### src/rtl/fetch_ctrl_pkg.sv
// Shared definitions for the instruction-fetch sequencer.
//   - branch / halt opcodes
//   - FSM state encoding
//   - instruction word layout (opcode [15:12], imm [11:0])
package fetch_ctrl_pkg;

    localparam int DATA_W = 16;

    localparam logic [3:0] OPC_BRF  = 4'hC;  // pc += imm
    localparam logic [3:0] OPC_BRB  = 4'hD;  // pc -= imm
    localparam logic [3:0] OPC_HALT = 4'hF;  // stop fetching until reset

    typedef enum logic [1:0] {
        S_FETCH = 2'd0,
        S_EXEC  = 2'd1,
        S_HALT  = 2'd2
    } state_t;

    typedef struct packed {
        logic [3:0]  opcode;
        logic [11:0] imm;
    } insn_t;

endpackage

### src/rtl/fetch_ctrl_if.sv
// Bundle of the fetch sequencer's external signals: pc block (pc in,
// inc/add/sub/offset out), instruction memory (mem_*) and the ir
// valid/ready handshake toward decode.
//   master : the fetch sequencer
//   slave  : its environment (pc block, memory, decode)
interface fetch_ctrl_if;
    import fetch_ctrl_pkg::*;

    logic [DATA_W-1:0] pc;
    logic [DATA_W-1:0] mem_addr;
    logic              mem_req;
    logic              mem_ack;
    logic [DATA_W-1:0] mem_data;
    logic [DATA_W-1:0] ir;
    logic              ir_valid;
    logic              ir_ready;
    logic              inc;
    logic              add;
    logic              sub;
    logic [DATA_W-1:0] offset;

    modport master (
        input  pc, mem_ack, mem_data, ir_ready,
        output mem_addr, mem_req, ir, ir_valid, inc, add, sub, offset
    );

    modport slave (
        output pc, mem_ack, mem_data, ir_ready,
        input  mem_addr, mem_req, ir, ir_valid, inc, add, sub, offset
    );

endinterface

### src/rtl/fetch_ctrl_decode.sv
// Fetch decode: combinational next-pc selection from the instruction register.
//   ir     : instruction register
//   fire   : ir is being consumed this cycle
//   inc    : step pc by one (any non-branch, non-halt opcode)
//   add    : pc += offset (forward branch)
//   sub    : pc -= offset (backward branch)
//   offset : zero-extended imm for branches, else 0
//   halt   : halt opcode consumed
module fetch_ctrl_decode
    import fetch_ctrl_pkg::*;
(
    input  logic [DATA_W-1:0] ir,
    input  logic              fire,
    output logic              inc,
    output logic              add,
    output logic              sub,
    output logic [DATA_W-1:0] offset,
    output logic              halt
);

    insn_t insn;
    assign insn = insn_t'(ir);

    // Strobes only exist in the cycle ir is consumed, so each instruction
    // produces exactly one (or none, for halt).
    always_comb begin
        inc    = 1'b0;
        add    = 1'b0;
        sub    = 1'b0;
        offset = '0;
        halt   = 1'b0;
        if (fire) begin
            case (insn.opcode)
                OPC_BRF: begin
                    add    = 1'b1;
                    offset = {4'b0000, insn.imm};
                end
                OPC_BRB: begin
                    sub    = 1'b1;
                    offset = {4'b0000, insn.imm};
                end
                OPC_HALT: halt = 1'b1;
                default:  inc  = 1'b1;
            endcase
        end
    end

endmodule

### src/rtl/fetch_ctrl.sv
// Instruction-fetch sequencer. Reads memory at pc, latches the word into ir,
// hands ir to decode with valid/ready and tells the pc block how to advance.
//   clk, reset : system clock, synchronous active-high reset
//   bus        : fetch_ctrl_if master (pc block, memory, decode handshake)
//
//   state   | meaning
//   --------+---------------------------------------------------------
//   S_FETCH | mem_req high at pc, waiting for mem_ack to load ir
//   S_EXEC  | ir_valid high, waiting for ir_ready; strobe on accept
//   S_HALT  | halt consumed, idle until reset
module fetch_ctrl
    import fetch_ctrl_pkg::*;
(
    input  logic         clk,
    input  logic         reset,
    fetch_ctrl_if.master bus
);

    state_t            state;
    state_t            state_nxt;
    logic [DATA_W-1:0] ir_q;
    logic              ir_load;
    logic              fire;
    logic              halt;

    // Gating with reset keeps the pc block from moving in a reset cycle
    // that happens to land on an accepted instruction.
    assign fire    = (state == S_EXEC) && bus.ir_ready && !reset;
    assign ir_load = (state == S_FETCH) && bus.mem_ack;

    always_ff @(posedge clk) begin
        if (reset) state <= S_FETCH;
        else       state <= state_nxt;
    end

    always_ff @(posedge clk) begin
        if (reset)        ir_q <= '0;
        else if (ir_load) ir_q <= bus.mem_data;
    end

    always_comb begin
        state_nxt = state;
        case (state)
            S_FETCH: if (bus.mem_ack) state_nxt = S_EXEC;
            S_EXEC:  if (fire)        state_nxt = halt ? S_HALT : S_FETCH;
            S_HALT:  state_nxt = S_HALT;
            default: state_nxt = S_FETCH;
        endcase
    end

    always_comb begin
        bus.mem_req  = 1'b0;
        bus.ir_valid = 1'b0;
        case (state)
            S_FETCH: bus.mem_req  = 1'b1;
            S_EXEC:  bus.ir_valid = 1'b1;
            default: ;
        endcase
    end

    // pc only moves on the strobe edge, so it is stable for the whole fetch.
    assign bus.mem_addr = bus.pc;
    assign bus.ir       = ir_q;

    fetch_ctrl_decode u_decode (
        .ir     (ir_q),
        .fire   (fire),
        .inc    (bus.inc),
        .add    (bus.add),
        .sub    (bus.sub),
        .offset (bus.offset),
        .halt   (halt)
    );

endmodule

### src/flat_wrapper.sv
// flat-port wrapper written by rule: the top's interface ports become plain ports
module fetch_ctrl_flat import fetch_ctrl_pkg::*;
  (clk, reset, bus_pc, bus_mem_ack, bus_mem_data, bus_ir_ready, bus_mem_addr, bus_mem_req, bus_ir, bus_ir_valid, bus_inc, bus_add, bus_sub, bus_offset);
  fetch_ctrl_if bus_i ();
  input  logic clk;
  input  logic reset;
  input wire logic [$bits(bus_i.pc)-1:0] bus_pc;
  input wire logic [$bits(bus_i.mem_ack)-1:0] bus_mem_ack;
  input wire logic [$bits(bus_i.mem_data)-1:0] bus_mem_data;
  input wire logic [$bits(bus_i.ir_ready)-1:0] bus_ir_ready;
  output wire logic [$bits(bus_i.mem_addr)-1:0] bus_mem_addr;
  output wire logic [$bits(bus_i.mem_req)-1:0] bus_mem_req;
  output wire logic [$bits(bus_i.ir)-1:0] bus_ir;
  output wire logic [$bits(bus_i.ir_valid)-1:0] bus_ir_valid;
  output wire logic [$bits(bus_i.inc)-1:0] bus_inc;
  output wire logic [$bits(bus_i.add)-1:0] bus_add;
  output wire logic [$bits(bus_i.sub)-1:0] bus_sub;
  output wire logic [$bits(bus_i.offset)-1:0] bus_offset;
  assign bus_i.pc = bus_pc;
  assign bus_i.mem_ack = bus_mem_ack;
  assign bus_i.mem_data = bus_mem_data;
  assign bus_i.ir_ready = bus_ir_ready;
  assign bus_mem_addr = bus_i.mem_addr;
  assign bus_mem_req = bus_i.mem_req;
  assign bus_ir = bus_i.ir;
  assign bus_ir_valid = bus_i.ir_valid;
  assign bus_inc = bus_i.inc;
  assign bus_add = bus_i.add;
  assign bus_sub = bus_i.sub;
  assign bus_offset = bus_i.offset;
  fetch_ctrl u_core (.clk(clk), .reset(reset), .bus(bus_i));
endmodule
### config.mk
export PLATFORM = sky130hd
export DESIGN_NAME = fetch_ctrl_flat
export DESIGN_NICKNAME = d
export VERILOG_FILES = /design/src/rtl/fetch_ctrl_pkg.sv /design/src/rtl/fetch_ctrl_if.sv /design/src/rtl/fetch_ctrl_decode.sv /design/src/rtl/fetch_ctrl.sv /design/src/flat_wrapper.sv
export SDC_FILE = /design/constraint.sdc
export NUM_CORES = 1
export LEC_CHECK = 0
export BUFFER_PORTS_ARGS = -buffer_cell sky130_fd_sc_hd__buf_2
export CORE_UTILIZATION = 35
export DETAILED_ROUTE_END_ITERATION = 10
export GPL_TIMING_DRIVEN = 0
export PLACE_DENSITY = 0.77
export SETUP_SLACK_MARGIN = 0.4
export SLEW_MARGIN = 10
export SYNTH_ARGS = -nofsm -noshare
export SYNTH_HDL_FRONTEND = slang
export SYNTH_HIERARCHICAL = 1
export SYNTH_SLANG_ARGS = --single-unit
### constraint.sdc
create_clock -name clk -period 1.39 [get_ports clk]
set_input_delay 0.0695 -clock clk [delete_from_list [all_inputs] [get_ports clk]]
set_output_delay 0.0695 -clock clk [all_outputs]
set_load 0.02 [all_outputs]
## After elaboration in Yosys (flattened, before gate mapping)

Cells that the tools add are included.

- Register bits: 18
- Input bits: 36
- Output and inout port bits: 53
- Logic and storage cells: 33

- Equal/unequal tests: 7
- Mux-type cells: 16
- Reductions and logical operators: 8

Operators with widths:

| operator | number |
|---|---|
| $mux W12 | 2 |
| $eq A4 B4 Y1 const B | 3 |
| $mux W1 | 10 |
| $mux W2 | 3 |
| $pmux W2 S3 | 1 |
| $logic_and A1 B1 Y1 | 3 |
| $reduce_or A3 Y1 | 1 |
| $eq A2 B1 Y1 const B | 1 |
| $eq A2 B2 Y1 const B | 1 |
| $logic_not A2 Y1 | 1 |
| $ne A2 B1 Y1 const B | 1 |
| $ne A2 B2 Y1 const B | 1 |
| $reduce_and A2 Y1 | 1 |
| $reduce_or A2 Y1 | 1 |
| $logic_not A1 Y1 | 1 |

## Logic depth before layout (Yosys ltp)

- Depth after elaboration: 7
- Mapped depth: 6
- Mapped depth without buffers: 6

## Hierarchy

The synthesis kept the hierarchy.

By module, submodules not included:

| module | times used | cells each | area an instance (um2) | sequential area each (um2) |
|---|---|---|---|---|
| fetch_ctrl | 1 | 98 | 955.9 | 360.3 |
| fetch_ctrl_decode | 1 | 27 | 170.2 | 0.0 |

## Worst setup path before layout

No wires, ideal clock.

- Path type: register to output
- Start: reg u_core.state[0]
- End: out bus_offset[0]
- Arrival: 1.277 ns
- Required time: 1.321 ns
- Setup slack: 0.043 ns
- Stages on the path, launching flop included: 6
- Path buffers: 1
- Cell sequence: dfxtp_1 -> nand2_1 -> nor3_1 -> and4b_1 -> buf_6 -> and2_1

- Cells in the longest elaborated chain, start to end: 4

Ends and longest elaborated chain:

| item | line | text |
|---|---|---|
| from (decl) | fetch_ctrl.sv:19 | `state_t state;` |
| from (signal assigned) | fetch_ctrl.sv:33 | `else state <= state_nxt;` |
| $eq A2 B1 Y1 | fetch_ctrl.sv:28 | `assign fire = (state == S_EXEC) && bus.ir_ready && !reset;` |
| $logic_and A1 B1 Y1 (2 in a row) | fetch_ctrl.sv:28 |  |
| net u_core.fire | fetch_ctrl.sv:23 | `logic fire;` |
| $mux W12 | fetch_ctrl_decode.sv:32 | `if (fire) begin` |
| to (decl) | flat_wrapper.sv:18 | `output wire logic [$bits(bus_i.offset)-1:0] bus_offset;` |

The timed path passes the listed nets, and every way through them passes these cells.

## Worst setup path after layout

- Start: reg u_core.state[1]
- End: out bus_offset[3]

Same word-level chain as after synthesis.

==> results.yml <==
clock_tree:
  htree_num_levels: 1
  cts_tree: "built"
  insertion_delay_ps: 280
  cts_root_buffer: "clkbuf_4"
  numCtsBuffers: 3
  clock_sinks: 18
  clock_path_buffers: 2
  clk_transition_reported_paths_ps: 100
timing:
  timing.final.crit_share_pct: 116
  setup_tns_ps: -3220
  fin_hold_ws_ps: 37.2
  hold_violations: 0
  timing.fmax_mhz: 618
  report.final.setup_viol: 15
  clock-skew-final_ps: 6.14
  rsz0062_at_grt: "yes"
  slew_violations: 0
  fin_crit_ps: 1620
  setup_slack_ps: -227
power:
  power_density_mw_per_mm2: 659
  leakage_nw: 0.939
  ir_drop_v: 0.000350
final_layout:
  antenna_cells: 0
  nFillCells: 295
  fin_nets: 249
  final_cells: 255
  multi_input_area_sq_um: 639
  fin_util_pct: 61.5
  area_growth_syn_to_layout_pct: 66.8
  stdcell_area_sq_mm: 0.00188
  drive_gt1_share_pct: 63.5
  regArea_sq_um: 373
synth:
  syn_area_sq_mm: 0.00113
  avgSynthCellArea_sq_um: 9.01
  synth_compound_area_share_pct: 1.67
  muxShareOfSynthArea_pct: 14.2
  synth_top_family_by_area: "simple AND/OR/NAND/NOR gates"
  ys_seq_area_share_pct: 32.0
  synth_cells: 125
  synth_top_cell_area_share_pct: 32.0
  synth_fa_ha_area_share_pct: 0
  yosys_warnings: 6
  synth_xor_area_share_pct: 0
  synth-simple-area-share_pct: 33.3
  synth.distinct_cells: 22
  yosys.area.top_type: "dfxtp_1"
  synth_seq_cells: 18
  synth_area_leaders: "dfxtp_1 (32%), nand2b_1 (19%), mux2i_1 (14%)"
critical_path:
  cp-endpoint: "bus_offset[3]"
  cp-start-kind: "flop"
  reg2reg_slack_ps: 60
  crit_type: "flop to output pin"
  cpPeakStageDelay_ps: 380
  critPathCaptureType: "output pin"
  crit_family: "simple AND/OR/NAND/NOR gates"
  crit_cells: 5
  crit_chain: "nor3_4 > and4b_2 > buf_4 > and2_2 > buf_6"
  r2r-end: "u_core/state[1]"
  cp_max_fo: 5
  crit_start: "u_core/state[1]"
  ff2ff_path_depth: 8
  cp.buffers_inverters: 2
  r2r_start: "u_core/state[1]"
  required_ps: 1320
  worstPathArrival_ps: 1550
  cp_slowest_cell: "dfxtp_4"
floorplan:
  die_w_microns: 58.7
  ios: 89
  die_h_microns: 58.7
  start_util_pct: 36.9
  rows: 20
  core_area_sq_mm: 0.00305
  die_area_sq_mm: 0.00345
placement:
  gp_congestion: 0.697
  place_area_sq_mm: 0.00156
  place_inst: 240
  port_buffers: 68
  dp_hpwl_microns: 1970
detailed_routing:
  via_count: 1081
  remaining_drc_errors: 0
  drtAntennaViolNets: 0
  wl_microns: 2880
  via_per_inst: 4.24
  first_pass_iters: 4
  drt_first_iter_violations: 42
  wl_per_cell_microns: 11.3
grt:
  grt_pass1_vias: 971
  grt_max_degree: 11
  grt.overflow.total: 0
  antenna_found_initial: 0
  grt_use_total_pct: 16.0
  grt_first_pass_wirelength_microns: 4170
outcome:
  violations: "negative setup slack"
  status: "complete, but fails checks"
run:
  cap_violations: 0
hold_path:
  hold_path.class: "input pin to flop"
  holdPathStages: 3
-- layout make-up --
| cell class | count | area share (%) |
|---|---|---|
| multi-input combinational | 83 | 34.0 |
| buffer | 26 | 10.9 |
| tap | 44 | 2.93 |
| inverter | 1 | 0.200 |
| timing repair buffer | 80 | 30.9 |
| clock buffer | 3 | 1.20 |
| sequential | 18 | 19.9 |
-- cell usage after synthesis --
| cell | count |
|---|---|
| buf_12 | 1 |
| nand2_1 | 2 |
| nor2b_1 | 1 |
| or2b_1 | 1 |
| and4b_1 | 1 |
| a31oi_1 | 1 |
| nor2_1 | 2 |
| inv_1 | 1 |
| nand4b_1 | 1 |
| dfxtp_1 | 18 |
| buf_6 | 2 |
| clkbuf_1 | 3 |
| nor3b_2 | 1 |
| nor3_1 | 2 |
| conb_1 | 1 |
| and2_1 | 13 |
| nand3_1 | 1 |
| nand2b_1 | 35 |
| mux2i_1 | 16 |
| a211oi_1 | 1 |
| a21oi_1 | 1 |
| buf_4 | 20 |
-- routing by layer --
layer	wire length [microns]	vias to the layer above	track usage, %
li1	-	554	-
met1	1200	470	18.9
met2	1490	55	29.7
met3	166	2	1.32
met4	27	0	6.12
met5	0	-	0
-- stage by stage --
| step | power, mW | setup WS [ps] |
|---|---|---|
| after global placement | 0.933 | -172 |
| after floorplan | 0.830 | 196 |
| final | 1.24 | -227 |
| after global routing | 1.31 | -308 |
| after detailed placement | 0.938 | -156 |
| after CTS | 1.23 | -253 |
-- where the power goes --
part	switching, mW	internal, mW	leakage, nW
Clock	0.148	0.100	0.0138
Sequential	0.0325	0.550	0.151
Combinational	0.196	0.211	0.775
Total	0.376	0.861	0.939
-- placed cells by master, fill, tap and decap left out, types with 2 or more instances in the layout --
master and instances:
nand2b_1 35, dfxtp_2 4, conb_1 4, buf_2 51, buf_12 2, and2_2 3
mux2i_1 16, dfxtp_1 12, dfxtp_4 2, clkbuf_4 3, and2_4 10, buf_6 22
buf_4 27, clkbuf_1 3
-- state kept, by name, summed over array words and instances, names as in the netlist --
name / count
u_core/bus.ir: 16
u_core/state: 2
-- worst register-to-register path, delay by kind of cell (launching register included) --
kind	cells	cell delay [ps]
simple gates	4	460
flops	1	380
buf+inv	3	300
compound gates	1	120
-- cells by family (layout without fill, tap and decap cells) --
kind of cell           Yosys count  in the layout
buffers and inverters           27            110
AO/OA/AOI/OAI                    3              3
AND/OR/NAND/NOR                 60             60
other                            1              4
multiplexers                    16             16
flip-flops                      18             18
-- how the worst min path moves through the flow --
stage,from,end
finish,bus_mem_data[1],u_core/bus.ir[1]
global route,bus_mem_data[1],u_core/bus.ir[1]
CTS,bus_mem_data[1],u_core/bus.ir[1]
detailed placement,bus_mem_data[11],u_core/bus.ir[11]
global placement,bus_mem_data[6],u_core/bus.ir[6]
floorplan,bus_mem_ack,u_core/state[0]
-- repair_timing --
action | in CTS | in global routing
cloned | 1 | 1
hold buffers | 0 | 0
gates resized for setup | 40 | 23
setup buffers | 6 | 4
pin swaps | 8 | 5
setup endpoints to repair | 35 | 37
(Power assumes the default switching activity.)
